<file path="src/rtl/alu_issue_ctrl.sv">
// Issue/capture controller in front of the datapath ALU: decodes ALUOp/funct, issues from S1, captures into S2.
// Build option ALU_NOR_EN: when defined, R-type funct 100111 decodes to NOR (1100) instead of illegal.
module alu_issue_ctrl #(
  parameter int unsigned CNT_W = 8
) (
  input  logic             clk,
  input  logic             reset,
  input  logic             in_valid,
  output logic             in_ready,
  input  logic [1:0]       in_aluop,
  input  logic [5:0]       in_funct,
  input  logic [31:0]      in_a,
  input  logic [31:0]      in_b,
  output logic [31:0]      alu_a,
  output logic [31:0]      alu_b,
  output logic [3:0]       alu_ctl,
  input  logic [31:0]      alu_result,
  input  logic             alu_zero,
  output logic             out_valid,
  input  logic             out_ready,
  output logic [31:0]      out_result,
  output logic             out_zero,
  output logic             out_branch_taken,
  output logic             out_illegal,
  output logic [CNT_W-1:0] illegal_count
);

  logic [3:0]       dec_ctl;
  logic             dec_br;
  logic             dec_ill;

  logic             s1_valid_q;
  logic [3:0]       s1_ctl_q;
  logic [31:0]      s1_a_q;
  logic [31:0]      s1_b_q;
  logic             s1_br_q;
  logic             s1_ill_q;

  logic             s2_valid_q;
  logic [31:0]      s2_res_q;
  logic             s2_zero_q;
  logic             s2_br_q;
  logic             s2_ill_q;
  logic [CNT_W-1:0] cnt_q;

  logic             s2_free;
  logic             s1_adv;
  logic             accept;
  logic [31:0]      s2_res_d;
  logic             s2_zero_d;
  logic             s2_br_d;
  logic             cnt_inc;

  always_comb begin
    dec_ctl = 4'b1111;
    dec_br  = 1'b0;
    dec_ill = 1'b0;
    case (in_aluop)
      2'b00: dec_ctl = 4'b0010;
      2'b01: begin
        dec_ctl = 4'b0110;
        dec_br  = 1'b1;
      end
      2'b10: begin
        case (in_funct)
          6'b100000: dec_ctl = 4'b0010;
          6'b100010: dec_ctl = 4'b0110;
          6'b100100: dec_ctl = 4'b0000;
          6'b100101: dec_ctl = 4'b0001;
          6'b101010: dec_ctl = 4'b0111;
`ifdef ALU_NOR_EN
          6'b100111: dec_ctl = 4'b1100;
`endif
          default:   dec_ill = 1'b1;
        endcase
      end
      default: dec_ill = 1'b1;
    endcase
  end

  always_comb begin
    s2_free  = !s2_valid_q || out_ready;
    s1_adv   = s1_valid_q && s2_free;
    in_ready = !s1_valid_q || s2_free;
    accept   = in_valid && in_ready;
    cnt_inc  = s2_valid_q && out_ready && s2_ill_q && (cnt_q != '1);
    // Illegal ops are forced here so the ALU output is otherwise a straight wire into S2.
    s2_res_d  = s1_ill_q ? '0   : alu_result;
    s2_zero_d = s1_ill_q ? 1'b1 : alu_zero;
    s2_br_d   = s1_br_q && !s1_ill_q && alu_zero;
  end

  always_ff @(posedge clk or posedge reset) begin
    if (reset) begin
      s1_valid_q <= 1'b0;
      s1_ctl_q   <= '0;
      s1_a_q     <= '0;
      s1_b_q     <= '0;
      s1_br_q    <= 1'b0;
      s1_ill_q   <= 1'b0;
      s2_valid_q <= 1'b0;
      s2_res_q   <= '0;
      s2_zero_q  <= 1'b0;
      s2_br_q    <= 1'b0;
      s2_ill_q   <= 1'b0;
      cnt_q      <= '0;
    end else begin
      if (accept) begin
        s1_valid_q <= 1'b1;
        s1_ctl_q   <= dec_ctl;
        s1_a_q     <= in_a;
        s1_b_q     <= in_b;
        s1_br_q    <= dec_br;
        s1_ill_q   <= dec_ill;
      end else if (s1_adv) begin
        s1_valid_q <= 1'b0;
      end
      if (s1_adv) begin
        s2_valid_q <= 1'b1;
        s2_res_q   <= s2_res_d;
        s2_zero_q  <= s2_zero_d;
        s2_br_q    <= s2_br_d;
        s2_ill_q   <= s1_ill_q;
      end else if (out_ready) begin
        s2_valid_q <= 1'b0;
      end
      if (cnt_inc) cnt_q <= cnt_q + CNT_W'(1);
    end
  end

  assign alu_a            = s1_a_q;
  assign alu_b            = s1_b_q;
  assign alu_ctl          = s1_ctl_q;
  assign out_valid        = s2_valid_q;
  assign out_result       = s2_res_q;
  assign out_zero         = s2_zero_q;
  assign out_branch_taken = s2_br_q;
  assign out_illegal      = s2_ill_q;
  assign illegal_count    = cnt_q;

endmodule
</file>
<file path="config.mk">
export PLATFORM = sky130hd
export DESIGN_NAME = alu_issue_ctrl
export DESIGN_NICKNAME = d
export VERILOG_FILES = /design/src/rtl/alu_issue_ctrl.sv
export SDC_FILE = /design/constraint.sdc
export NUM_CORES = 1
export LEC_CHECK = 0
export BUFFER_PORTS_ARGS = -buffer_cell sky130_fd_sc_hd__buf_2
export CAP_MARGIN = 20
export CELL_PAD_IN_SITES_DETAIL_PLACEMENT = 1
export CELL_PAD_IN_SITES_GLOBAL_PLACEMENT = 1
export CORE_MARGIN = 1.5
export CORE_UTILIZATION = 33
export DETAILED_ROUTE_END_ITERATION = 8
export MAX_ROUTING_LAYER = met4
export PLACE_DENSITY_LB_ADDON = 0.1
export SYNTH_ARGS = -nofsm -noshare
export SYNTH_HDL_FRONTEND = slang
export SYNTH_SLANG_ARGS = --single-unit
</file>
<file path="constraint.sdc">
create_clock -name clk -period 4.31 [get_ports clk]
set_input_delay 0.6465 -clock clk [delete_from_list [all_inputs] [get_ports clk]]
set_output_delay 0.6465 -clock clk [all_outputs]
set_load 0.01 [all_outputs]
</file>
Yosys cells after proc, flatten, opt, wreduce, memory -nomap -nowiden:

Index checks and enable logic that the tools add are counted.

* add/sub/neg operators: 1
* eq/ne operators: 8
* mux-type cells: 11
* reductions and logical operators: 17

Operator list (count)
* 2-to-1 mux 32 bit: 1
* equality test 6 bit (second input constant): 5
* one-hot mux 4 bit (5 select lines): 1
* one-hot mux 4 bit (3 select lines): 1
* adder 8 x 1 -> 8 bit (second input constant): 1
* inequality test 8 bit (second input constant): 1
* logical AND 1 bit: 7
* 2-to-1 mux 1 bit: 7
* OR reduction 5 bit: 1
* nonzero test 2 bit: 2
* logical NOT 1 bit: 3
* equality test 2 x 1 -> 1 bit (second input constant): 1
* equality test 2 bit (second input constant): 1
* logical NOT 2 bit: 1
* logical OR 1 bit: 2
* one-hot mux 1 bit (2 select lines): 1
* OR reduction 2 bit: 1

* bits in registers: 115
* bits of input ports: 109
* output and inout bits: 113
* logic and storage cells: 49

Depth between registers and ports, before layout:

* depth after elaboration: 5
* depth in mapped cells: 6
* gate-level depth less buffers: 5

Worst setup path before layout:

OpenSTA, ideal clock, no wires.

* path type: input -> register
* start: input port out_ready
* end: register s2_ill_q (netlist: out_illegal)
* setup time: 0.125 ns
* data arrival time: 1.388 ns
* data required time: 4.185 ns
* setup slack: 2.798 ns
* stages on the path: 4
* path buffers: 1
* path through: nand2b_1 -> nand2_1 -> buf_4 -> mux2_2

* longest elaborated chain between the ends: 2

Ends and longest elaborated chain
* from (decl): line 20 `input logic out_ready,`
* logical OR 1 bit: line 82 `s2_free = !s2_valid_q || out_ready;`
* logical AND 1 bit: line 83 `s1_adv = s1_valid_q && s2_free;`
* to (signal assigned): line 123 `s2_ill_q <= s1_ill_q;`
* to (decl): line 43 `logic s2_ill_q;`

Every way passes these cells.
A chain may end at the register's enable or synchronous reset.

Final worst setup path:

* start: register s2_valid_q (netlist: out_valid)
* end: register s1_b_q[21] (netlist: alu_b[21])

* longest elaborated chain between the ends: 4

Ends and longest elaborated chain
* from (decl): line 39 `logic s2_valid_q;`
* from (signal assigned): line 101 `s2_valid_q <= 1'b0;`
* from (signal assigned): line 119 `s2_valid_q <= 1'b1;`
* from (signal assigned): line 125 `s2_valid_q <= 1'b0;`
* logical NOT 1 bit: line 82
* logical OR 1 bit: line 82
* logical OR 1 bit: line 84 `in_ready = !s1_valid_q || s2_free;`
* logical AND 1 bit: line 85 `accept = in_valid && in_ready;`
* to (signal assigned): line 112 `s1_b_q <= in_b;`
* to (decl): line 35 `logic [31:0] s1_b_q;`

Every way passes these cells.

==> impl_metrics.csv <==
group,metric,value,unit
placement,dp.cells,874,
yosys,async_flop_share,100,%
yosys,synthesis.nets,603,
yosys,synth.ff_latch_count,115,
cells_and_area,antennaDiodeCount,0,
worst_setup_path,reg2reg_to,"alu_b[21]",
die,die_h,122,um
worst_setup_path,reg2reg_depth,5,
die,io_pins,222,
route,drc_errors,0,
clocking,post_cts_buffers,0,
yosys,yosys-top-cells-area,"dfrtp_1, nand2_1, nand2b_1, o21ai_0, buf_6",
run_status,outcome,"complete, no violations",
timing,relSlewSlack,37.1,%
yosys,avgSynthCellArea,9.52,um^2
timing,worst_pin_slew,0.940,ns
cells_and_area,fin_util,46.6,%
clocking,cts_tree,"built",
clocking,numClockSinks,115,
timing,max_freq,525,MHz
route,drtIter0Drc,151,
route,drtAntennaViolNets,0,
clocking,holdBufCountCts,0,
cells_and_area,final_cells,906,
yosys,ys_types,38,
yosys,synth_top_cell_by_area,"dfrtp_1",
die,fp.dieW,122,um
global_routing,antenna_found_initial,0,
global_routing,use_met3,5.76,%
global_routing,grt_use_total,18.9,%
timing,timing.final.crit_period,1.91,ns
worst_setup_path,crit_start,"out_valid",
route,via_per_inst,4.57,
yosys,synth_seq_area_share,61.3,%
global_routing,grt_pass1_wl,21.2,mm
route,drt-total-wl,13.2,mm
yosys,synth.top_cell.area_share,61.3,%
power_and_ir_drop,p_leak,3.58,nW
route,first_pass_iters,4,
worst_setup_path,crit_end,"alu_b[21]",
timing,worst_clock_skew,0.00729,ns
worst_setup_path,r2r_start,"out_valid",
worst_setup_path,critPathRequiredTime,4.65,ns
clocking,clock_latency,0.41,ns
timing,drv_slew,0,
worst_setup_path,crit_slowest_cell,"and2_2",
worst_setup_path,regToRegSetupSlack,2.40,ns
clocking,cts-resized-gates,0,
power_and_ir_drop,p_per_area,500,nW/um^2
clocking,cts_max_level,4,
placement,place.gp.congestion,0.757,
worst_setup_path,worstPathCellList,"nand3b_4 > and2_2 > buf_4 > nand2_1 > nand2_1",
yosys,synth_edf_count,0,
cells_and_area,seq_area,2880,um^2
cells_and_area,nFillCells,1688,
global_routing,grt.overflow.total,0,
placement,io_buffers,221,
cells_and_area,drive_gt1_share,36.8,%
worst_setup_path,path_max_fanout,41,
global_routing,grt_pass1_vias,4282,
timing,period_share,44.2,%
clocking,cts_made_buffers,17,
worst_setup_path,critical_path_arrival,2.25,ns
timing,whs,0.350,ns
yosys,ys.flop_type,"dfrtp_1",
yosys,synthCells,493,
job,drv_cap,0,
global_routing,grt_max_degree,70,
cells_and_area,area_delta_synth_final,37.7,%
route,wl_per_cell,14.6,um
min_path,hp-class,"input pin to async pin",
global_routing,grt.busiest_layer,"met2",
worst_setup_path,cp-start-kind,"register",
worst_setup_path,path_buf_inv,1,
timing,rsz0062_at_grt,"no",
global_routing,use_met1,22.9,%
worst_setup_path,critPathKind,"register to register",
die,start_util,33.8,%
worst_setup_path,cp-end-kind,"register",
worst_setup_path,cp.depth,5,
yosys,yosysWarnings,0,
worst_setup_path,path_common_cell,"nand2_1",
route,num_vias,4140,
timing,finalHoldViolCount,0,
power_and_ir_drop,irDropWorstVdd,0.241,mV
clocking,cts.path.max_buffers,2,
die,dieArea,15000,um^2
yosys,syn-cell-area,4700,um^2
clocking,cts_root_buf,"clkbuf_16",
die,core_area,13900,um^2
clocking,clk_pin_slew,0.05,ns
cells_and_area,fin_nets,824,
timing,tns,0,ns
timing,finalSetupViolCount,0,
worst_setup_path,crit_family,"simple AND/OR/NAND/NOR gates",
placement,dp_hpwl,9.41,mm
global_routing,use_met2,28.8,%
cells_and_area,multi_input_area,1650,um^2
worst_setup_path,critPathMaxStageDelay,0.65,ns
die,rows,43,
worst min-delay path by stage:
stage	slack, ns	endpoint
after CTS	0.39	alu_a[29]
after global placement	0.45	alu_b[14]
after floorplan	0.45	s1_br_q
after global routing	0.42	alu_b[3]
after detailed placement	0.46	alu_ctl[1]
final	0.35	alu_b[27]
flip-flops by register name, summed over array words and instances, names as in the netlist:
| register | flops |
|---|---|
| out_zero | 1 |
| out_illegal | 1 |
| s1_br_q | 1 |
| out_valid | 1 |
| alu_b | 32 |
| alu_a | 32 |
| s1_ill_q | 1 |
| out_branch_taken | 1 |
| alu_ctl | 4 |
| s1_valid_q | 1 |
| illegal_count | 8 |
| out_result | 32 |
power breakdown:
part           internal, mW  switching (mW)  total, mW
clock network         0.801           0.457       1.26
registers              1.25           0.124       1.37
logic                 0.262           0.342      0.604
total                  2.31           0.923       3.23
cells in the final DEF, fill, tap and decap left out, types with 3 or more instances in the layout:
cell type / count
buf_4: 3
nand2b_1: 37
clkinv_2: 5
a21oi_1: 3
nor2_1: 4
nand2_1: 234
a21o_1: 3
buf_2: 221
clkbuf_1: 4
clkbuf_16: 17
xnor2_1: 3
clkbuf_8: 5
o21ai_0: 36
dfrtp_1: 115
synthesized netlist by cell type, types with 2 or more instances:
master / n
a21o_1: 3
a21oi_1: 3
a41oi_1: 2
and2_1: 2
buf_2: 10
buf_4: 2
buf_6: 7
clkbuf_1: 5
dfrtp_1: 115
inv_1: 3
mux2_2: 2
nand2_1: 235
nand2b_1: 37
nand3_1: 2
nor2_1: 4
nor2b_1: 2
o21ai_0: 36
xnor2_1: 3
area by class of cell:
class	instances	share of cell area (%)
multi-input cells	351	25.5
flip-flops and latches	115	44.5
inverters	3	0.213
clock buffers	26	7.87
clock inverters	5	0.387
repair buffers	226	18.1
well taps	180	3.48
metal layers:
| layer | wire, um | vias up |
|---|---|---|
| met2 | 6300 | 146 |
| met3 | 995 | 34 |
| met1 | 5530 | 1962 |
| li1 | - | 1998 |
| met4 | 397 | 0 |
| met5 | 0 | - |
logic make-up after synthesis:
group	Yosys count	synth area share, %
XOR/XNOR	4	0.746
adder cells (fa/ha/maj)	1	0.266
flip-flops	115	61.3
buffers and inverters	27	3.70
AND/OR/NAND/NOR	294	27.5
AO/OA/AOI/OAI	50	6.02
multiplexers	2	0.480
stage by stage:
stage / area (um^2) / worst slack [ns] / power (mW)
after floorplan: 4700 / 0.619 / 1.70
after global placement: 5910 / 2.05 / 1.98
after detailed placement: 5910 / 2.01 / 2.00
after CTS: 6450 / 2.37 / 3.29
after global routing: 6470 / 2.20 / 3.42
final: 6470 / 2.40 / 3.23
Power figures use the tool's default switching activity.
